==> src/rtl/default_reset_sequencer.sv <==
// Ordered reset release: async assert, synchronized and stretched deassert, one output per GAP_CYCLES.
// Optional software re-run handshake compiled in with `define DEFAULT_RESET_SEQ_SW_REQ_EN.

module default_reset_sequencer_lane (
    input  logic CLK_IN,
    input  logic RESET,
    input  logic clr,
    input  logic set,
    output logic rel
);

    always_ff @(posedge CLK_IN or negedge RESET) begin
        if (!RESET)   rel <= 1'b0;
        else if (clr) rel <= 1'b0;
        else if (set) rel <= 1'b1;
    end

endmodule

module default_reset_sequencer #(
    parameter int NUM_OUTPUTS = 4,
    parameter int SYNC_STAGES = 2,
    parameter int HOLD_CYCLES = 16,
    parameter int GAP_CYCLES  = 4
) (
    input  logic                   CLK_IN,
    input  logic                   RESET,
    output logic [NUM_OUTPUTS-1:0] RST_OUT_N,
    output logic                   RESET_DONE,
    input  logic                   SW_RST_REQ,
    output logic                   SW_RST_ACK
);

    localparam int MAX_CNT = (HOLD_CYCLES > GAP_CYCLES) ? HOLD_CYCLES : GAP_CYCLES;
    localparam int CW      = $clog2(MAX_CNT + 1);
    localparam int IW      = $clog2(NUM_OUTPUTS + 1);

    localparam logic [CW-1:0] HOLD_LAST = CW'(HOLD_CYCLES - 1);
    localparam logic [CW-1:0] GAP_LAST  = CW'(GAP_CYCLES - 1);
    localparam logic [IW-1:0] IDX_LAST  = IW'(NUM_OUTPUTS - 1);

    localparam logic [2:0] ST_IN_RESET = 3'd0;
    localparam logic [2:0] ST_SYNC     = 3'd1;
    localparam logic [2:0] ST_HOLD     = 3'd2;
    localparam logic [2:0] ST_RELEASE  = 3'd3;
    localparam logic [2:0] ST_DONE     = 3'd4;

    logic [2:0]             state, state_nxt;
    logic [CW-1:0]          cnt, cnt_nxt;
    logic [IW-1:0]          idx, idx_nxt;
    logic [SYNC_STAGES-1:0] sync_pipe;
    logic                   sync_rise;
    logic [NUM_OUTPUTS-1:0] release_set;
    logic                   release_clr;
    logic                   sw_accept;
    logic                   reset_done;

    // HOLD is entered on the same edge the synchronizer output rises, so bit 0
    // lands exactly HOLD_CYCLES edges later.
    assign sync_rise = sync_pipe[SYNC_STAGES-2] & ~sync_pipe[SYNC_STAGES-1];

    always_comb begin
        state_nxt   = state;
        cnt_nxt     = cnt;
        idx_nxt     = idx;
        release_set = '0;
        release_clr = 1'b0;
        case (state)
            ST_IN_RESET, ST_SYNC: begin
                if (sync_rise) begin
                    state_nxt = ST_HOLD;
                    cnt_nxt   = '0;
                end else begin
                    state_nxt = ST_SYNC;
                end
            end
            ST_HOLD: begin
                if (cnt == HOLD_LAST) begin
                    release_set[0] = 1'b1;
                    cnt_nxt        = '0;
                    idx_nxt        = IW'(1);
                    state_nxt      = (NUM_OUTPUTS == 1) ? ST_DONE : ST_RELEASE;
                end else begin
                    cnt_nxt = cnt + 1'b1;
                end
            end
            ST_RELEASE: begin
                if (cnt == GAP_LAST) begin
                    release_set = NUM_OUTPUTS'(1) << idx;
                    cnt_nxt     = '0;
                    idx_nxt     = idx + 1'b1;
                    if (idx == IDX_LAST) state_nxt = ST_DONE;
                end else begin
                    cnt_nxt = cnt + 1'b1;
                end
            end
            ST_DONE: begin
                if (sw_accept) begin
                    release_clr = 1'b1;
                    state_nxt   = ST_HOLD;
                    cnt_nxt     = '0;
                    idx_nxt     = '0;
                end
            end
            default: state_nxt = ST_IN_RESET;
        endcase
    end

    always_ff @(posedge CLK_IN or negedge RESET) begin
        if (!RESET) begin
            state      <= ST_IN_RESET;
            cnt        <= '0;
            idx        <= '0;
            sync_pipe  <= '0;
            reset_done <= 1'b0;
        end else begin
            state      <= state_nxt;
            cnt        <= cnt_nxt;
            idx        <= idx_nxt;
            sync_pipe  <= {sync_pipe[SYNC_STAGES-2:0], 1'b1};
            reset_done <= (state == ST_DONE) && !sw_accept;
        end
    end

    assign RESET_DONE = reset_done;

    for (genvar k = 0; k < NUM_OUTPUTS; k++) begin : g_lane
        default_reset_sequencer_lane u_lane (
            .CLK_IN (CLK_IN),
            .RESET  (RESET),
            .clr    (release_clr),
            .set    (release_set[k]),
            .rel    (RST_OUT_N[k])
        );
    end

`ifdef DEFAULT_RESET_SEQ_SW_REQ_EN
    logic req_q;
    logic sw_ack;

    // Edge detector runs in every state so a request that rose earlier is never
    // mistaken for a fresh one once DONE is reached.
    assign sw_accept = (state == ST_DONE) && SW_RST_REQ && !req_q;

    always_ff @(posedge CLK_IN or negedge RESET) begin
        if (!RESET) begin
            req_q  <= 1'b0;
            sw_ack <= 1'b0;
        end else begin
            req_q  <= SW_RST_REQ;
            sw_ack <= sw_accept;
        end
    end

    assign SW_RST_ACK = sw_ack;
`else
    logic unused_sw_req;

    assign unused_sw_req = SW_RST_REQ;
    assign sw_accept     = 1'b0;
    assign SW_RST_ACK    = 1'b0;
`endif

endmodule
==> config.mk <==
export PLATFORM = sky130hd
export DESIGN_NAME = default_reset_sequencer
export DESIGN_NICKNAME = d
export VERILOG_FILES = /design/src/rtl/default_reset_sequencer.sv
export SDC_FILE = /design/constraint.sdc
export NUM_CORES = 1
export LEC_CHECK = 0
export CAP_MARGIN = 20
export CORE_AREA = 2 2 56 58
export CTS_CLUSTER_SIZE = 40
export DETAILED_ROUTE_END_ITERATION = 16
export DIE_AREA = 0 0 58 60
export GPL_ROUTABILITY_DRIVEN = 0
export GPL_TIMING_DRIVEN = 0
export PLACE_DENSITY = 0.52
export SYNTH_ARGS = -nofsm -noshare
export SYNTH_HDL_FRONTEND = slang
export SYNTH_SLANG_ARGS = --single-unit
==> constraint.sdc <==
create_clock -name CLK_IN -period 4.29 [get_ports CLK_IN]
set_input_delay 0.6435 -clock CLK_IN [delete_from_list [all_inputs] [get_ports CLK_IN]]
set_output_delay 0.6435 -clock CLK_IN [all_outputs]
set_load 0.05 [all_outputs]
==> flow_summary.toml, run 1 <==
[final_layout]
syn2layout_area_growth_pct = 14.5
layout.nets = 107
drive_gt1_frac = 0.189
antenna_cells = 0
final_common_cell = "dfrtp_1"
mostFrequentLayoutCells = "18 x dfrtp_1, 8 x ha_1, 7 x inv_1"

[clocking]
worstSkewPairLatency_ns = 0.29
cts.sinks = 18
cts_tree = "yes"
clockBufferDepth = 2
cts_max_level = 1
root_buffer = "clkbuf_4"
cts_resized = 0
cts_buffers = 3
cts.clk_slew.worst_paths_ns = 0.10
cts_hold_buf = 0
postCtsSetupBuffers = 0

[global_route]
grt_pass1_vias = 571
grt_max_degree = 19
grt_antenna_before_repair = 0
grt_usage = 0.104
grt_overflow = 0
grt_pass1_wl_mm = 2.69

[synthesis]
synthArstFlopShare = 1.00
synth_cells = 85
yosysSeqAreaShare = 0.474
ys_dominant_reg_cell = "dfrtp_1"
yosysUniqueCellTypes = 35
synth-edff-count = 0
ys_ff_latch = 18
netlist_area_um2 = 950
synth_fp_nets = 96
avgSynthCellArea_um2 = 11.2
synth_warnings = 0

[sta]
hold_viol = 0
max_slew_margin = 0.455
rsz0062_at_grt = "false"
drv_slew = 0
hold_slack_ns = 0.383
period_needed_ns = 2.27
final.setup_skew_ns = 0.00335
fmax_mhz = 441
tightestPinTransition_ns = 0.815
tns_ns = 0
fin_crit_sh = 0.529
setup_viol = 0

[detailed_routing]
wirelength_mm = 1.47
drt-initial-drc-count = 19
dr_total_vias = 615
ant_nets = 0
drt_pre_antenna_iters = 4
wl_per_cell_um = 11.5
drc = 0
viasPerCell = 4.80

[die]
dieArea_um2 = 3480
io_pins = 9
fp.dieW_um = 58
initial_core_util = 0.327
dieHeight_um = 60
coreArea_um2 = 2900
rows = 20

[worst_setup_path]
cp.required_ns = 4.48
arrival_ns = 2.46
critPathLaunchType = "flip-flop"
end_kind = "flip-flop"
crit_type = "reg2reg"
path_max_fanout = 6

[run]
max_cap_viol_count = 0

[placed_design]
hpwlAfterDp_mm = 1.09
port_buffers = 6

[power]
peakVddDrop_uv = 380
leakagePower_nw = 0.559
power_density_nw_per_um2 = 596

[min_path]
hold_class = "reg2reg"

[run_status]
status = "finished, final reports clean"
[cells in the mapped netlist (2+ instances only)]
cell type | instances | area share
conb_1 | 2 | 0.0079
a21o_1 | 4 | 0.032
inv_1 | 7 | 0.028
nand2_1 | 3 | 0.012
mux2i_1 | 2 | 0.021
nor2_1 | 5 | 0.020
ha_1 | 8 | 0.11
a31oi_1 | 2 | 0.013
dfrtp_1 | 18 | 0.47
buf_4 | 5 | 0.040
a21oi_1 | 3 | 0.016
nand3_1 | 3 | 0.016
[area by class of cell]
type                       instances  area, um^2
multi-input combinational         54         430
inverter                           7        26.3
tap                               33        41.3
fill                             286        1820
sequential                        18         450
clock buffer                       4        36.3
buffer                             6        42.5
timing repair buffer               6        60.1
[state kept, by name (all words and copies together), names as in the netlist]
register and cells:
RESET_DONE 1, cnt 5, g_lane.u_lane.rel 4, idx 3
state 3, sync_pipe 2
[cell families (layout without fill, tap and decap cells)]
logic type / Yosys count / in the layout / synth area share
and+or+nand+nor: 22 / 22 / 0.149
AOI/OAI and AO/OA: 18 / 18 / 0.145
DFF: 18 / 18 / 0.474
buffers and inverters: 13 / 23 / 0.0725
adders and majority gates: 8 / 8 / 0.105
muxes: 3 / 3 / 0.0369
other: 2 / 2 / 0.00791
xor gates and xnor gates: 1 / 1 / 0.00922
[critical path, stage by stage, from the launching register on]
cell and delay [ns]:
dfrtp_1 0.43, ha_1 0.25, nand3_1 0.10, inv_1 0.05, ha_1 0.18, or4b_1 0.51, o21ai_2 0.14, a311o_2 0.20
mux2_4 0.29
[report_power, final]
group	switching [mW]	internal [mW]
sequential	0.0414	0.215
clock	0.0528	0.0517
combinational	0.154	0.134
total	0.248	0.401
[final timing paths]
check	startpoint	to	slack, ns	cells after the start
worst max-delay path	cnt[0]$_DFFE_PN0P_	state[1]$_DFFE_PN0P_	2.02	8
worst min-delay path	sync_pipe[0]$_DFF_PN0_	sync_pipe[1]$_DFF_PN0_	0.38	0
worst max register to register	cnt[0]$_DFFE_PN0P_	state[1]$_DFFE_PN0P_	2.02	8
worst min register to register	sync_pipe[0]$_DFF_PN0_	sync_pipe[1]$_DFF_PN0_	0.38	0
max in group asynchronous	RESET	cnt[2]$_DFFE_PN0P_	2.98	1
min in group asynchronous	RESET	state[1]$_DFFE_PN0P_	0.81	1
[metrics by stage]
stage           util  area, um^2  std cells  setup slack, ns  total power, mW
2_1_floorplan      -         950         85             2.15            0.483
3_3_place_gp   0.362        1050        124             2.03            0.550
5_1_grt        0.375        1090        128             1.88            0.707
4_1_cts        0.375        1090        128             2.00            0.660
3_5_place_dp   0.362        1050        124             2.02            0.552
6_report       0.375        1090        128             2.02            0.649
[routing by layer]
metal / GRT usage / routed length, um
met1: 0.141 / 734
met2: 0.153 / 644
met3: 0.0455 / 74
met4: 0.0299 / 18
met5: 0 / 0
Power figures use the tool's default switching activity.
==> run 2: changes to the inputs <==
==> constraint.sdc (replaced) <==
create_clock -name CLK_IN -period 2.3 [get_ports CLK_IN]
set_input_delay 0.345 -clock CLK_IN [delete_from_list [all_inputs] [get_ports CLK_IN]]
set_output_delay 0.345 -clock CLK_IN [all_outputs]
set_load 0.05 [all_outputs]
==> run 2 against run 1 <==
Effect of this change:
- total power increased by 100%
- critical endpoint unchanged
- largest power group unchanged
- critical path type unchanged
- cell area increased by 4.6%
- via count increased by 3.9%
- clock-buffer cell count unchanged
- clock power increased by 88%
- cell count increased by 3.1%
- non-clock buffer count increased by 4
==> flow_summary.toml, run 2 (synthesized netlist as in run 1, its figures left out) <==
[run_status]
status = "finished, final reports clean"

[power]
peakVddDrop_uv = 708
p_int_mw = 0.821
p_sw_frac = 0.372
seqPwrFrac = 0.362
switching_power_mw = 0.487
leakagePower_nw = 0.584
power_density_nw_per_um2 = 1150
p_clk_frac = 0.149
combinationalPowerShare = 0.489

[die]
initial_core_util = 0.327
dieArea_um2 = 3480
dieHeight_um = 60
rows = 20
fp.dieW_um = 58
coreArea_um2 = 2900
io_pins = 9

[sta]
period_needed_ns = 2.20
max_slew_margin = 0.453
tightestPinTransition_ns = 0.817
setup_slack_ns = 0.0997
drv_slew = 0
tns_ns = 0
fin_crit_sh = 0.957
setup_viol = 0
final.setup_skew_ns = 0.00318
hold_slack_ns = 0.383
rsz0062_at_grt = "false"
hold_viol = 0
fmax_mhz = 454

[worst_setup_path]
worst-path-buf-inv = 1
arrival_ns = 2.39
path_cells = "ha_1 > nand3_1 > inv_1 > ha_1 > or4b_1 > o21ai_4 > a311o_2 > mux2_4"
cpMostUsedCell = "ha_1"
path_max_fanout = 3
critPathLaunchType = "flip-flop"
cp.required_ns = 2.49
cp_slowest_cell = "or4b_1"
crit_type = "reg2reg"
end_kind = "flip-flop"
path_delay_family = "simple AND/OR/NAND/NOR gates"
cp_slowest_stage_delay_ns = 0.55

[clocking]
cts.sinks = 18
cts_tree = "yes"
cts_buffers = 3
cts.clk_slew.worst_paths_ns = 0.10
cts_max_level = 1
clockBufferDepth = 2
root_buffer = "clkbuf_4"
worstSkewPairLatency_ns = 0.29
cts_hold_buf = 0

[final_layout]
largest_register_ffs = 5
layout.nets = 111
mostFrequentLayoutCells = "18 x dfrtp_1, 8 x ha_1, 8 x buf_4"
regMostFlops = "cnt"
syn2layout_area_growth_pct = 19.8
fill_cells = 285
stdcell_area_um2 = 1140
drive_gt1_frac = 0.222
final_common_cell = "dfrtp_1"
fin_cells = 132
reg.largest.list = "cnt x5, g_lane.u_lane.rel x4"
antenna_cells = 0

[global_route]
grt_pass1_vias = 571
grt_antenna_before_repair = 0
grt_overflow = 0
grt_pass1_wl_mm = 2.69
grt_max_degree = 19
grt_usage = 0.104

[min_path]
hold_class = "reg2reg"

[detailed_routing]
ant_nets = 0
drc = 0
viasPerCell = 4.84
dr_total_vias = 639
wirelength_mm = 1.53
drt_pre_antenna_iters = 4
drt-initial-drc-count = 16
wl_per_cell_um = 11.6

[placed_design]
port_buffers = 6
preCtsSetupSlack_ns = 0.0296
dp.cells = 124
hpwlAfterDp_mm = 1.09
dpl_cell_area_um2 = 1050

[run]
max_cap_viol_count = 0
-- run 2: cell count changes in the layout (fill, tap and decap cells not counted), sizes merged --
cell / change
buf: +4
-- run 2: worst reg2reg max path: stages, from the launching register on --
cell     delay, ns
dfrtp_1       0.41
ha_1          0.24
nand3_1       0.10
inv_1         0.05
ha_1          0.18
or4b_1        0.55
o21ai_4       0.10
a311o_2       0.16
mux2_4        0.29
-- run 2: metrics by stage --
step                 util  power (mW)
floorplan               -       0.901
global placement    0.362        1.03
detailed placement  0.362        1.03
CTS                 0.375        1.23
global route        0.392        1.42
finish              0.392        1.31
-- run 2: power by group through the flow --
stage	Combinational [mW]	Sequential, mW	Clock (mW)
after floorplan	0.434	0.468	0
after global placement	0.543	0.483	0
after detailed placement	0.543	0.486	0
after CTS	0.548	0.479	0.205
after global routing	0.710	0.487	0.220
final	0.640	0.473	0.195
-- run 2: path summary, 6_finish.rpt --
path	startpoint	to	slack, ns	cells past startpoint
worst max-delay path	cnt[0]$_DFFE_PN0P_	state[1]$_DFFE_PN0P_	0.1	8
worst min-delay path	sync_pipe[0]$_DFF_PN0_	sync_pipe[1]$_DFF_PN0_	0.38	0
worst max register to register	cnt[0]$_DFFE_PN0P_	state[1]$_DFFE_PN0P_	0.1	8
worst min register to register	sync_pipe[0]$_DFF_PN0_	sync_pipe[1]$_DFF_PN0_	0.38	0
max in group asynchronous	RESET	cnt[2]$_DFFE_PN0P_	1.28	1
min in group asynchronous	RESET	state[1]$_DFFE_PN0P_	0.51	1
-- run 2: final cells by class --
type                            instances  area (um^2)  share of cell area
Sequential cell                        18          450               0.396
Multi-Input combinational cell         54          438               0.385
Timing Repair Buffer                   10          103              0.0902
Buffer                                  6         42.5              0.0374
Tap cell                               33         41.3              0.0363
Clock buffer                            4         36.3              0.0319
Inverter                                7         26.3              0.0231
-- run 2: per-layer routing --
layer	wire, um	GRT usage	share of wire
met1	765	0.141	0.50
met2	667	0.153	0.44
met3	74	0.0455	0.049
met4	18	0.0299	0.012
met5	0	0	0
-- run 2: repair_timing --
item | in CTS | in global routing
hold endpoints to repair | 0 | 0
endpoints found under the setup margin | 0 | 1
gates resized for setup | 0 | 1
setup buffers | 0 | 4
==> run 3: changes to the inputs <==
--- a/config.mk
+++ b/config.mk
@@ -5,6 +5,7 @@
 export SDC_FILE = /design/constraint.sdc
 export NUM_CORES = 1
 export LEC_CHECK = 0
+export ABC_CLOCK_PERIOD_IN_PS = 2300
 export CAP_MARGIN = 20
 export CORE_AREA = 2 2 56 58
 export CTS_CLUSTER_SIZE = 40
==> results of run 3 <==
Final layout, timing and power as in run 2 (identical DEF).
